File: src/rtl/nqcpu_pkg.sv
// Shared definitions for the nqcpu pipeline: the ALU->mem control bundle,
// the mem-stage state encoding and the lane-steering phases.
package nqcpu_pkg;

  localparam int unsigned BUNDLE_W = 42;

  // MSB-first field order matches the bundle layout [41:0].
  typedef struct packed {
    logic [15:0] data;         // [41:26]
    logic [1:0]  reg_write;    // [25:24] {H,L}
    logic [2:0]  reg_dest;     // [23:21]
    logic        set_pc;       // [20]
    logic        mem_rd_word;  // [19]
    logic        mem_rd;       // [18]
    logic        mem_wr_word;  // [17]
    logic        mem_wr;       // [16]
    logic [15:0] mem_addr;     // [15:0]
  } alu_mem_bundle_t;

  typedef enum logic [1:0] {
    ST_IDLE = 2'd0,
    ST_ACC1 = 2'd1,
    ST_ACC2 = 2'd2,
    ST_WB   = 2'd3
  } mem_state_t;

  typedef enum logic [1:0] {
    PH_BYTE   = 2'd0,
    PH_WORD   = 2'd1,
    PH_ODD_HI = 2'd2,
    PH_ODD_LO = 2'd3
  } lane_phase_t;

  function automatic logic is_mem_op(input alu_mem_bundle_t b);
    return b.mem_rd | b.mem_wr;
  endfunction

  // A write wins over a simultaneous read, so its width is the one that counts.
  function automatic logic is_word_op(input alu_mem_bundle_t b);
    return b.mem_wr ? b.mem_wr_word : b.mem_rd_word;
  endfunction

  function automatic logic is_split_op(input alu_mem_bundle_t b);
    return is_word_op(b) & b.mem_addr[0];
  endfunction

  function automatic lane_phase_t first_phase(input alu_mem_bundle_t b);
    if (!is_word_op(b))   return PH_BYTE;
    else if (b.mem_addr[0]) return PH_ODD_HI;
    else                  return PH_WORD;
  endfunction

endpackage

File: src/rtl/mem_lane_align.sv
// Combinational lane steering: word address, byte enables and write-data
// replication for one bus access, plus read-lane selection.
module mem_lane_align
  import nqcpu_pkg::*;
(
  input  lane_phase_t phase_i,
  input  logic [15:0] addr_i,
  input  logic [15:0] wdata_i,
  input  logic [1:0]  rd_be_i,
  input  logic [15:0] rdata_i,
  output logic [14:0] waddr_o,
  output logic [1:0]  be_o,
  output logic [15:0] wdata_o,
  output logic [7:0]  rd_byte_o
);

  logic [15:0] addr_inc;

  // Second half of an odd word wraps 0xFFFF -> 0x0000 by plain 16-bit overflow.
  assign addr_inc = addr_i + 16'd1;

  // NOTE: every output gets a default before the case so no latch is inferred.
  always_comb begin
    waddr_o = addr_i[15:1];
    be_o    = 2'b00;
    wdata_o = '0;
    case (phase_i)
      PH_BYTE: begin
        be_o    = addr_i[0] ? 2'b10 : 2'b01;
        wdata_o = {wdata_i[7:0], wdata_i[7:0]};
      end
      PH_WORD: begin
        be_o    = 2'b11;
        wdata_o = wdata_i;
      end
      PH_ODD_HI: begin
        be_o    = 2'b10;
        wdata_o = {wdata_i[7:0], wdata_i[7:0]};
      end
      PH_ODD_LO: begin
        waddr_o = addr_inc[15:1];
        be_o    = 2'b01;
        wdata_o = {wdata_i[15:8], wdata_i[15:8]};
      end
      default: ;
    endcase
  end

  assign rd_byte_o = (rd_be_i == 2'b10) ? rdata_i[15:8] : rdata_i[7:0];

endmodule

File: src/rtl/mem_stage.sv
// Memory-access / writeback stage: byte/word loads and stores on a 16-bit
// little-endian bus, odd-word splitting, and register-file / PC writeback.
module mem_stage
  import nqcpu_pkg::*;
(
  input  logic                clk,
  input  logic                rst_n,
  input  logic                en,
  input  logic [BUNDLE_W-1:0] ctrl_in,
  output logic                busy,
  output logic                done,
  output logic                mem_req,
  output logic                mem_we,
  output logic [14:0]         mem_waddr,
  output logic [1:0]          mem_be,
  output logic [15:0]         mem_wdata,
  input  logic [15:0]         mem_rdata,
  input  logic                mem_ack,
  output logic [1:0]          rf_we,
  output logic [2:0]          rf_dest,
  output logic [15:0]         rf_data,
  output logic                pc_set,
  output logic [15:0]         pc_value
);

  alu_mem_bundle_t ctrl;
  assign ctrl = ctrl_in;

  mem_state_t      state_q, state_d;
  alu_mem_bundle_t op_q, op_d;
  logic            req_q, req_d;
  logic            we_q, we_d;
  logic [14:0]     waddr_q, waddr_d;
  logic [1:0]      be_q, be_d;
  logic [15:0]     wdata_q, wdata_d;
  logic [7:0]      hi_byte_q, hi_byte_d;
  logic            done_q, done_d;
  logic [1:0]      rf_we_q, rf_we_d;
  logic [2:0]      rf_dest_q, rf_dest_d;
  logic [15:0]     rf_data_q, rf_data_d;
  logic            pc_set_q, pc_set_d;
  logic [15:0]     pc_value_q, pc_value_d;

  lane_phase_t     al_phase;
  logic [15:0]     al_addr, al_data;
  logic [14:0]     al_waddr;
  logic [1:0]      al_be;
  logic [15:0]     al_wdata;
  logic [7:0]      al_rd_byte;

  // In IDLE the aligner programs the first access from the incoming bundle;
  // afterwards it only ever needs to produce the second half of a split.
  always_comb begin
    al_phase = PH_ODD_LO;
    al_addr  = op_q.mem_addr;
    al_data  = op_q.data;
    if (state_q == ST_IDLE) begin
      al_phase = first_phase(ctrl);
      al_addr  = ctrl.mem_addr;
      al_data  = ctrl.data;
    end
  end

  mem_lane_align u_align (
    .phase_i   (al_phase),
    .addr_i    (al_addr),
    .wdata_i   (al_data),
    .rd_be_i   (be_q),
    .rdata_i   (mem_rdata),
    .waddr_o   (al_waddr),
    .be_o      (al_be),
    .wdata_o   (al_wdata),
    .rd_byte_o (al_rd_byte)
  );

  alu_mem_bundle_t wb_src;
  logic            retire;
  logic [15:0]     result;
  logic [15:0]     wb_value;

  always_comb begin
    state_d    = state_q;
    op_d       = op_q;
    req_d      = req_q;
    we_d       = we_q;
    waddr_d    = waddr_q;
    be_d       = be_q;
    wdata_d    = wdata_q;
    hi_byte_d  = hi_byte_q;
    done_d     = 1'b0;
    rf_we_d    = '0;
    rf_dest_d  = '0;
    rf_data_d  = '0;
    pc_set_d   = 1'b0;
    pc_value_d = '0;
    retire     = 1'b0;
    result     = '0;
    wb_src     = (state_q == ST_IDLE) ? ctrl : op_q;

    case (state_q)
      ST_IDLE: begin
        if (en) begin
          op_d = ctrl;
          if (is_mem_op(ctrl)) begin
            state_d = ST_ACC1;
            req_d   = 1'b1;
            we_d    = ctrl.mem_wr;
            waddr_d = al_waddr;
            be_d    = al_be;
            wdata_d = al_wdata;
          end else begin
            retire = 1'b1;
          end
        end
      end
      ST_ACC1: begin
        if (mem_ack) begin
          if (is_split_op(op_q)) begin
            // Keep the request up and move straight to the second byte.
            state_d   = ST_ACC2;
            hi_byte_d = al_rd_byte;
            waddr_d   = al_waddr;
            be_d      = al_be;
            wdata_d   = al_wdata;
          end else begin
            retire = 1'b1;
            result = is_word_op(op_q) ? mem_rdata : {al_rd_byte, al_rd_byte};
          end
        end
      end
      ST_ACC2: begin
        if (mem_ack) begin
          retire = 1'b1;
          result = {al_rd_byte, hi_byte_q};
        end
      end
      ST_WB: begin
        state_d = ST_IDLE;
      end
      default: state_d = ST_IDLE;
    endcase

    wb_value = (wb_src.mem_rd && !wb_src.mem_wr) ? result : wb_src.data;

    if (retire) begin
      state_d    = ST_WB;
      req_d      = 1'b0;
      we_d       = 1'b0;
      waddr_d    = '0;
      be_d       = '0;
      wdata_d    = '0;
      done_d     = 1'b1;
      rf_we_d    = wb_src.reg_write;
      rf_dest_d  = wb_src.reg_dest;
      rf_data_d  = wb_value;
      pc_set_d   = wb_src.set_pc;
      pc_value_d = wb_value;
    end
  end

  // NOTE: sequential state uses non-blocking assignments so all registers
  // update together from the values computed in the combinational block.
  always_ff @(posedge clk) begin
    if (!rst_n) begin
      state_q    <= ST_IDLE;
      op_q       <= '0;
      req_q      <= 1'b0;
      we_q       <= 1'b0;
      waddr_q    <= '0;
      be_q       <= '0;
      wdata_q    <= '0;
      hi_byte_q  <= '0;
      done_q     <= 1'b0;
      rf_we_q    <= '0;
      rf_dest_q  <= '0;
      rf_data_q  <= '0;
      pc_set_q   <= 1'b0;
      pc_value_q <= '0;
    end else begin
      state_q    <= state_d;
      op_q       <= op_d;
      req_q      <= req_d;
      we_q       <= we_d;
      waddr_q    <= waddr_d;
      be_q       <= be_d;
      wdata_q    <= wdata_d;
      hi_byte_q  <= hi_byte_d;
      done_q     <= done_d;
      rf_we_q    <= rf_we_d;
      rf_dest_q  <= rf_dest_d;
      rf_data_q  <= rf_data_d;
      pc_set_q   <= pc_set_d;
      pc_value_q <= pc_value_d;
    end
  end

  assign busy      = (state_q != ST_IDLE);
  assign done      = done_q;
  assign mem_req   = req_q;
  assign mem_we    = we_q;
  assign mem_waddr = waddr_q;
  assign mem_be    = be_q;
  assign mem_wdata = wdata_q;
  assign rf_we     = rf_we_q;
  assign rf_dest   = rf_dest_q;
  assign rf_data   = rf_data_q;
  assign pc_set    = pc_set_q;
  assign pc_value  = pc_value_q;

endmodule

File: config.mk
export PLATFORM = sky130hd
export DESIGN_NAME = mem_stage
export DESIGN_NICKNAME = d
export VERILOG_FILES = /design/src/rtl/nqcpu_pkg.sv /design/src/rtl/mem_lane_align.sv /design/src/rtl/mem_stage.sv
export SDC_FILE = /design/constraint.sdc
export NUM_CORES = 1
export LEC_CHECK = 0
export ABC_AREA = 1
export CORE_AREA = 5 5 116 118
export CTS_BUF_LIST = sky130_fd_sc_hd__clkbuf_4
export DETAILED_ROUTE_END_ITERATION = 6
export DIE_AREA = 0 0 121 123
export DONT_BUFFER_PORTS = 1
export GPL_ROUTABILITY_DRIVEN = 0
export SKIP_LAST_GASP = 1
export SLEW_MARGIN = 25
export SYNTH_ARGS = -nofsm -noshare
export SYNTH_HDL_FRONTEND = slang
export SYNTH_SLANG_ARGS = --single-unit
export TNS_END_PERCENT = 50
File: constraint.sdc
create_clock -name clk -period 3.2 [get_ports clk]
set_input_delay 0.64 -clock clk [delete_from_list [all_inputs] [get_ports clk]]
set_output_delay 0.64 -clock clk [all_outputs]
set_load 0.02 [all_outputs]
==> qor.csv, run 1 <==
stage,metric,value,unit
status,status,"finished, final reports clean",
route,vias_per_cell,5.27,
global_route,grt-ovfl-total,0,
clocking,cts_resized,0,
critical_path,arrival,2.87,ns
critical_path,cp_top_family,simple AND/OR/NAND/NOR gates,
critical_path,rr_startpoint,state_q[0]$_SDFFE_PN0P_,
run,max-cap-violations,0,
hold_path,worst_hold_path.endpoint,rf_dest[2]$_SDFF_PN0_,
global_route,antenna_found_initial,0,
synthesis,synth_edf_count,0,
clocking,postCtsSetupBuffers,0,
floorplan,dieArea,14900,um^2
placement,dpl.cell_count,1003,
timing,fmax,409,MHz
timing,finalHoldViolCount,0,
synthesis,avgSynthCellArea,6.71,um^2
critical_path,cpPeakStageDelay,0.41,ns
critical_path,crit_required,3.63,ns
floorplan,fp.dieH,123,um
timing,grt_setup_unrepaired,no,
critical_path,r2r_slack,0.76,ns
finish,fin_cells,1019,
clocking,clk_latency,0.49,ns
clocking,cts_sinks,110,
timing,max-slew-margin-rel,40.3,%
critical_path,crit_buf_inv,4,
timing,setup-tns-final,0,ns
synthesis,syn-num-nets,956,
critical_path,setup.worst_path.start_class,flop,
route,drt_wl_total,16.2,mm
hold_path,hold_start,ctrl_in[23],
synthesis,synthFlopType,dfxtp_1,
synthesis,seq_area_frac_synth,37.0,%
power,irDropWorstVdd,0.397,mV
timing,maxSlewViolCount,0,
critical_path,path_cells,"inv_1, ha_2, inv_8, or2_2, nand2_1, inv_1, ha_1, nand2_1, nor2_4, inv_2, nor2_4, nand2_1, nand2_1, nand3_1, a21oi_1",
floorplan,rows,41,
synthesis,syn_inst,886,
floorplan,io_pins,137,
clocking,cts-root-buf,clkbuf_4,
route,drc_errors,0,
placement,io_buffers,0,
critical_path,end_kind,flop,
finish,drive_above_1_share,9.56,%
finish,fin_nets,912,
placement,dp_hpwl,11.9,mm
power,p_leak,2.57,nW
timing,setup_viol,0,
critical_path,reg2regPathDepth,15,
timing,post-route-period-util,76.4,%
hold_path,holdPathStages,2,
clocking,cts_made_buffers,9,
synthesis,synthArstFlopShare,0,%
clocking,cts.path.max_buffers,2,
critical_path,r2r_end,mem_waddr[9]$_SDFFE_PP0P_,
route,firstDrtPassIters,5,
route,dr.first_iter.drc_count,283,
clocking,hold_buffers,0,
route,route.vias.total,5371,
route,wl_per_cell,15.9,um
hold_path,hold_class,primary input to flop,
global_route,grt_usage,22.0,%
timing,period_needed,2.44,ns
clocking,htree_levels,3,
floorplan,initial_core_util,48.1,%
floorplan,die_w,121,um
synthesis,yosys-top-cells-area,"dfxtp_1 37%, nand2_1 14%, o21ai_0 8.3%, nor2_1 7.9%, a21oi_1 5.9%",
global_route,grt_max_degree,69,
finish,area_growth,0.568,%
synthesis,synth_top_area_share,37.0,%
clocking,cts_tree,built,
critical_path,crit_top_cell,nand2_1,
synthesis,synth_seq_cells,110,
timing,fin_skew,0.0101,ns
synthesis,synthesis.area,5950,um^2
synthesis,synthDistinctLibCells,39,
clocking,clkTransAtPathRegs,0.16,ns
global_route,grt_pass1_vias,5185,
floorplan,core,12400,um^2
synthesis,synth_top_cell_by_area,dfxtp_1,
critical_path,cpMaxStageDelayCell,dfxtp_1,
synthesis,synth_common_cells,"218 x nand2_1, 125 x nor2_1, 110 x dfxtp_1",
power,powerDensity,990,nW/um^2
synthesis,ys_warn_count,0,
timing,worstMarginPinSlew,0.892,ns
critical_path,cp_max_fo,43,
finish,antenna_cells,0,
route,ant_nets,0,
global_route,grt_pass1_wl,25.7,mm
synthesis,yosysMostFrequentCell,nand2_1,
critical_path,crit_type,flop to flop,
## through the flow
step	hold WS, ns	power [mW]	instance area [um^2]	worst slack, ns	utilization [%]
CTS	0.235	5.97	5980	0.740	48.4
finish	0.267	5.92	5980	0.755	48.4
floorplan	0.429	4.67	5950	0.944	-
global placement	0.442	5.12	5830	0.779	47.1
global route	0.239	6.46	5980	0.502	48.4
detailed placement	0.445	5.18	5830	0.706	47.1
## how the worst max path moves through the flow
| stage | startpoint | to | slack (ns) | cells past startpoint |
|---|---|---|---|---|
| 6_report | state_q[0]$_SDFFE_PN0P_ | mem_waddr[9]$_SDFFE_PP0P_ | 0.76 | 15 |
| 5_1_grt | state_q[0]$_SDFFE_PN0P_ | mem_waddr[4]$_SDFFE_PP0P_ | 0.50 | 14 |
| 4_1_cts | state_q[1]$_SDFFE_PN0P_ | mem_waddr[7]$_SDFFE_PP0P_ | 0.74 | 12 |
| 3_5_place_dp | ctrl_in[19] | mem_waddr[4]$_SDFFE_PP0P_ | 0.71 | 13 |
| 3_3_place_gp | ctrl_in[19] | mem_waddr[4]$_SDFFE_PP0P_ | 0.78 | 13 |
| 2_1_floorplan | state_q[0]$_SDFFE_PN0P_ | mem_wdata[10]$_SDFFE_PP0P_ | 0.94 | 14 |
## state kept, by name, summed over array words and instances (netlist names)
register,flops
mem_be,2
mem_wdata,16
mem_req,1
rf_dest,3
state_q,2
done,1
mem_waddr,15
pc_value,16
op_q,42
rf_we,2
pc_set,1
hi_byte_q,8
mem_we,1
## where the power goes
part | internal (mW) | switching (mW) | leakage (nW)
Combinational | 0.855 | 1.96 | 1.58
Sequential | 1.75 | 0.572 | 0.901
Clock | 0.330 | 0.461 | 0.0883
## area by class of cell
| type | instances | area [um^2] |
|---|---|---|
| fill | 1307 | 6380 |
| multi-input combinational | 635 | 3060 |
| sequential | 110 | 2200 |
| inverter | 80 | 309 |
| tap | 172 | 215 |
| clock buffer | 11 | 82.6 |
| clock inverter | 5 | 73.8 |
| timing repair buffer | 6 | 45.0 |
## placed cells by master, fill, tap and decap left out, types with 2 or more instances in the layout
cell | synthesis | final
nand2_2 | 12 | 12
nand2_4 | 4 | 4
o21ai_1 | 3 | 3
a21oi_2 | 2 | 2
o21a_1 | 3 | 3
nor2_1 | 125 | 125
o21bai_1 | 7 | 7
nor2_2 | 2 | 2
a21oi_1 | 70 | 70
nand2_1 | 218 | 218
nand4_1 | 5 | 5
clkbuf_4 | 0 | 11
buf_4 | 21 | 6
nor2_4 | 7 | 7
inv_1 | 69 | 69
or2_2 | 17 | 17
dfxtp_1 | 110 | 110
clkinv_1 | 2 | 3
nand3_1 | 24 | 24
o21ai_0 | 99 | 99
bufinv_16 | 0 | 2
ha_1 | 8 | 7
o21ai_2 | 2 | 2
clkinv_2 | 1 | 3
inv_2 | 7 | 7
o211ai_1 | 18 | 18
## kinds of logic after synthesis
group	count (synthesis)	synth area share, %
flip-flops	110	37.0
AO/OA/AOI/OAI	210	19.5
buffers and inverters	141	11.7
XOR/XNOR	1	0.147
AND/OR/NAND/NOR	416	29.9
adder cells (fa/ha/maj)	8	1.68
## layer usage
layer	up-vias	wire length [um]	share of wire, %	GRT usage (%)
met3	33	1080	6.7	6.08
met1	2471	6800	42	26.0
met5	-	0	0	0
met2	139	7740	48	37.3
li1	2728	-	-	-
met4	0	533	3.3	10.2
Power figures use the tool's default switching activity.
==> run 2, diff against run 1 <==
==> constraint.sdc (replaced) <==
create_clock -name clk -period 2.4 [get_ports clk]
set_input_delay 0.48 -clock clk [delete_from_list [all_inputs] [get_ports clk]]
set_output_delay 0.48 -clock clk [all_outputs]
set_load 0.02 [all_outputs]
==> qor.csv, run 2 (synthesized netlist as in run 1, its figures left out) <==
stage,metric,value,unit,change
route,vias_per_cell,5.29,,+0.30%
timing,fin_skew,0.0272,ns,+0.0171 ns
route,drc_errors,0,,unchanged
route,drt_wl_total,16.6,mm,+2.9%
finish,final_cell_area,6040,um^2,+0.98%
power,powerDensity,1320,nW/um^2,+33%
floorplan,io_pins,137,,unchanged
power,p_leak,2.59,nW,+1.1%
timing,setup-tns-final,0,ns,unchanged
finish,area_growth,1.56,%,
timing,post-route-period-util,92.3,%,+16 points
finish,fillerInstances,1296,,-0.84%
route,route.vias.total,5424,,+0.99%
floorplan,initial_core_util,48.1,%,unchanged
finish,fin_nets,920,,+0.88%
critical_path,cp_max_fo,14,,-67%
clocking,cts_sinks,110,,unchanged
global_route,grt_pass1_vias,5220,,+0.68%
critical_path,crit_required,2.85,ns,-0.78 ns
clocking,clk_latency,0.50,ns,about the same
route,dr.first_iter.drc_count,351,,+24%
status,status,"finished, final reports clean",,
floorplan,fp.dieH,123,um,unchanged
global_route,grt-ovfl-total,0,,unchanged
global_route,antenna_found_initial,0,,unchanged
floorplan,core,12400,um^2,unchanged
global_route,grt_usage,22.6,%,+0.57 points
clocking,cts_made_buffers,9,,unchanged
placement,dp_hpwl,12.2,mm,+2.8%
timing,max-slew-margin-rel,46.2,%,+5.8 points
finish,antenna_cells,0,,unchanged
clocking,cts.path.max_buffers,2,,unchanged
critical_path,crit_type,flop to flop,,
route,ant_nets,0,,unchanged
timing,finalHoldViolCount,0,,unchanged
floorplan,die_w,121,um,unchanged
placement,io_buffers,0,,unchanged
clocking,cts-root-buf,clkbuf_4,,
critical_path,setup.worst_path.start_class,flop,,
timing,grt_setup_unrepaired,no,,
timing,worstMarginPinSlew,0.806,ns,-0.0860 ns
run,max-cap-violations,0,,unchanged
critical_path,arrival,2.66,ns,-0.21 ns
hold_path,hold_class,primary input to flop,,
clocking,cts_tree,built,,
finish,top_register,op_q,,
placement,place_area,5900,um^2,+1.2%
global_route,grt_pass1_wl,26.3,mm,+2.2%
global_route,grt_max_degree,69,,unchanged
clocking,clkTransAtPathRegs,0.17,ns,about the same
timing,maxSlewViolCount,0,,unchanged
route,wl_per_cell,16.2,um,+2.2%
finish,register_area,2200,um^2,+0.11%
floorplan,dieArea,14900,um^2,unchanged
route,firstDrtPassIters,5,,unchanged
power,irDropWorstVdd,0.550,mV,+39%
finish,drive_above_1_share,10.5,%,+0.98 points
clocking,htree_levels,3,,unchanged
floorplan,rows,41,,unchanged
finish,largest_reg_flops,42,,unchanged
timing,fmax,451,MHz,+10%
timing,period_needed,2.22,ns,-0.229 ns
critical_path,end_kind,flop,,
timing,setup_viol,0,,unchanged
finish,layout_common_cells,"218 x nand2_1, 125 x nor2_1, 108 x dfxtp_1",,
finish,multiInputGateArea,3060,um^2,about the same
clocking,postCtsSetupBuffers,0,,unchanged
finish,final_common_cell,nand2_1,,
## run 2: cell count changes in the layout (fill, tap and decap cells not counted), sizes merged
cell	change
buf	+8
bufinv	-1
clkbuf	-1
clkinv	+1
## run 2: critical path, stage by stage (launching register included)
cell and delay [ns]:
dfxtp_2 0.36, inv_1 0.09, ha_2 0.31, inv_8 0.10, or2_2 0.30, nand2_1 0.11
inv_1 0.06, ha_2 0.21, nand3_1 0.14, nor2_4 0.07, a21oi_1 0.12, o21ai_0 0.15
a21oi_1 0.15
## run 2: where the power goes
group | switching (mW) | internal, mW | leakage (nW)
logic | 2.69 | 1.26 | 1.62
clock network | 0.607 | 0.318 | 0.0713
registers | 0.761 | 2.33 | 0.901
## run 2: per-layer routing
| metal | wire length [um] | vias up | track usage (%) | share of wire [%] |
|---|---|---|---|---|
| li1 | - | 2737 | - | - |
| met1 | 6990 | 2503 | 26.7 | 42 |
| met2 | 8050 | 158 | 39.2 | 48 |
| met3 | 1170 | 26 | 5.95 | 7.1 |
| met4 | 412 | 0 | 8.64 | 2.5 |
| met5 | 0 | - | 0 | 0 |
## run 2: layout make-up
cell class | count | area share, %
Timing Repair Buffer | 14 | 2.13
Sequential cell | 110 | 36.5
Inverter | 80 | 5.11
Multi-Input combinational cell | 635 | 50.6
Tap cell | 172 | 3.56
Clock inverter | 5 | 0.849
Clock buffer | 10 | 1.24
## run 2: worst paths after layout
path / start / end / slack [ns] / cells after the start
worst max register to register: state_q[1]$_SDFFE_PN0P_ / mem_waddr[2]$_SDFFE_PP0P_ / 0.18 / 12
worst min register to register: op_q[17]$_SDFFE_PN0P_ / op_q[17]$_SDFFE_PN0P_ / 0.47 / 2
worst max-delay path: state_q[1]$_SDFFE_PN0P_ / mem_waddr[2]$_SDFFE_PP0P_ / 0.18 / 12
worst min-delay path: rst_n / op_q[41]$_SDFFE_PN0P_ / 0.10 / 2
## run 2: timing repair
action                                  4_1_cts  5_1_grt
endpoints found under the hold margin         0        0
endpoints found under the setup margin        0       32
hold buffers                                  0        0
gates resized for setup                       0        6
## run 2: metrics by stage
stage	cells	util, %	hold WS (ns)	total power, mW	setup slack, ns
after detailed placement	1011	47.7	0.446	7.04	0.101
after global routing	1026	48.9	0.0592	8.64	0.0188
final	1026	48.9	0.103	7.97	0.185
after CTS	1026	48.7	0.0623	7.97	0.0895
after global placement	1011	47.7	0.440	6.97	0.178
after floorplan	886	-	0.429	6.23	0.144
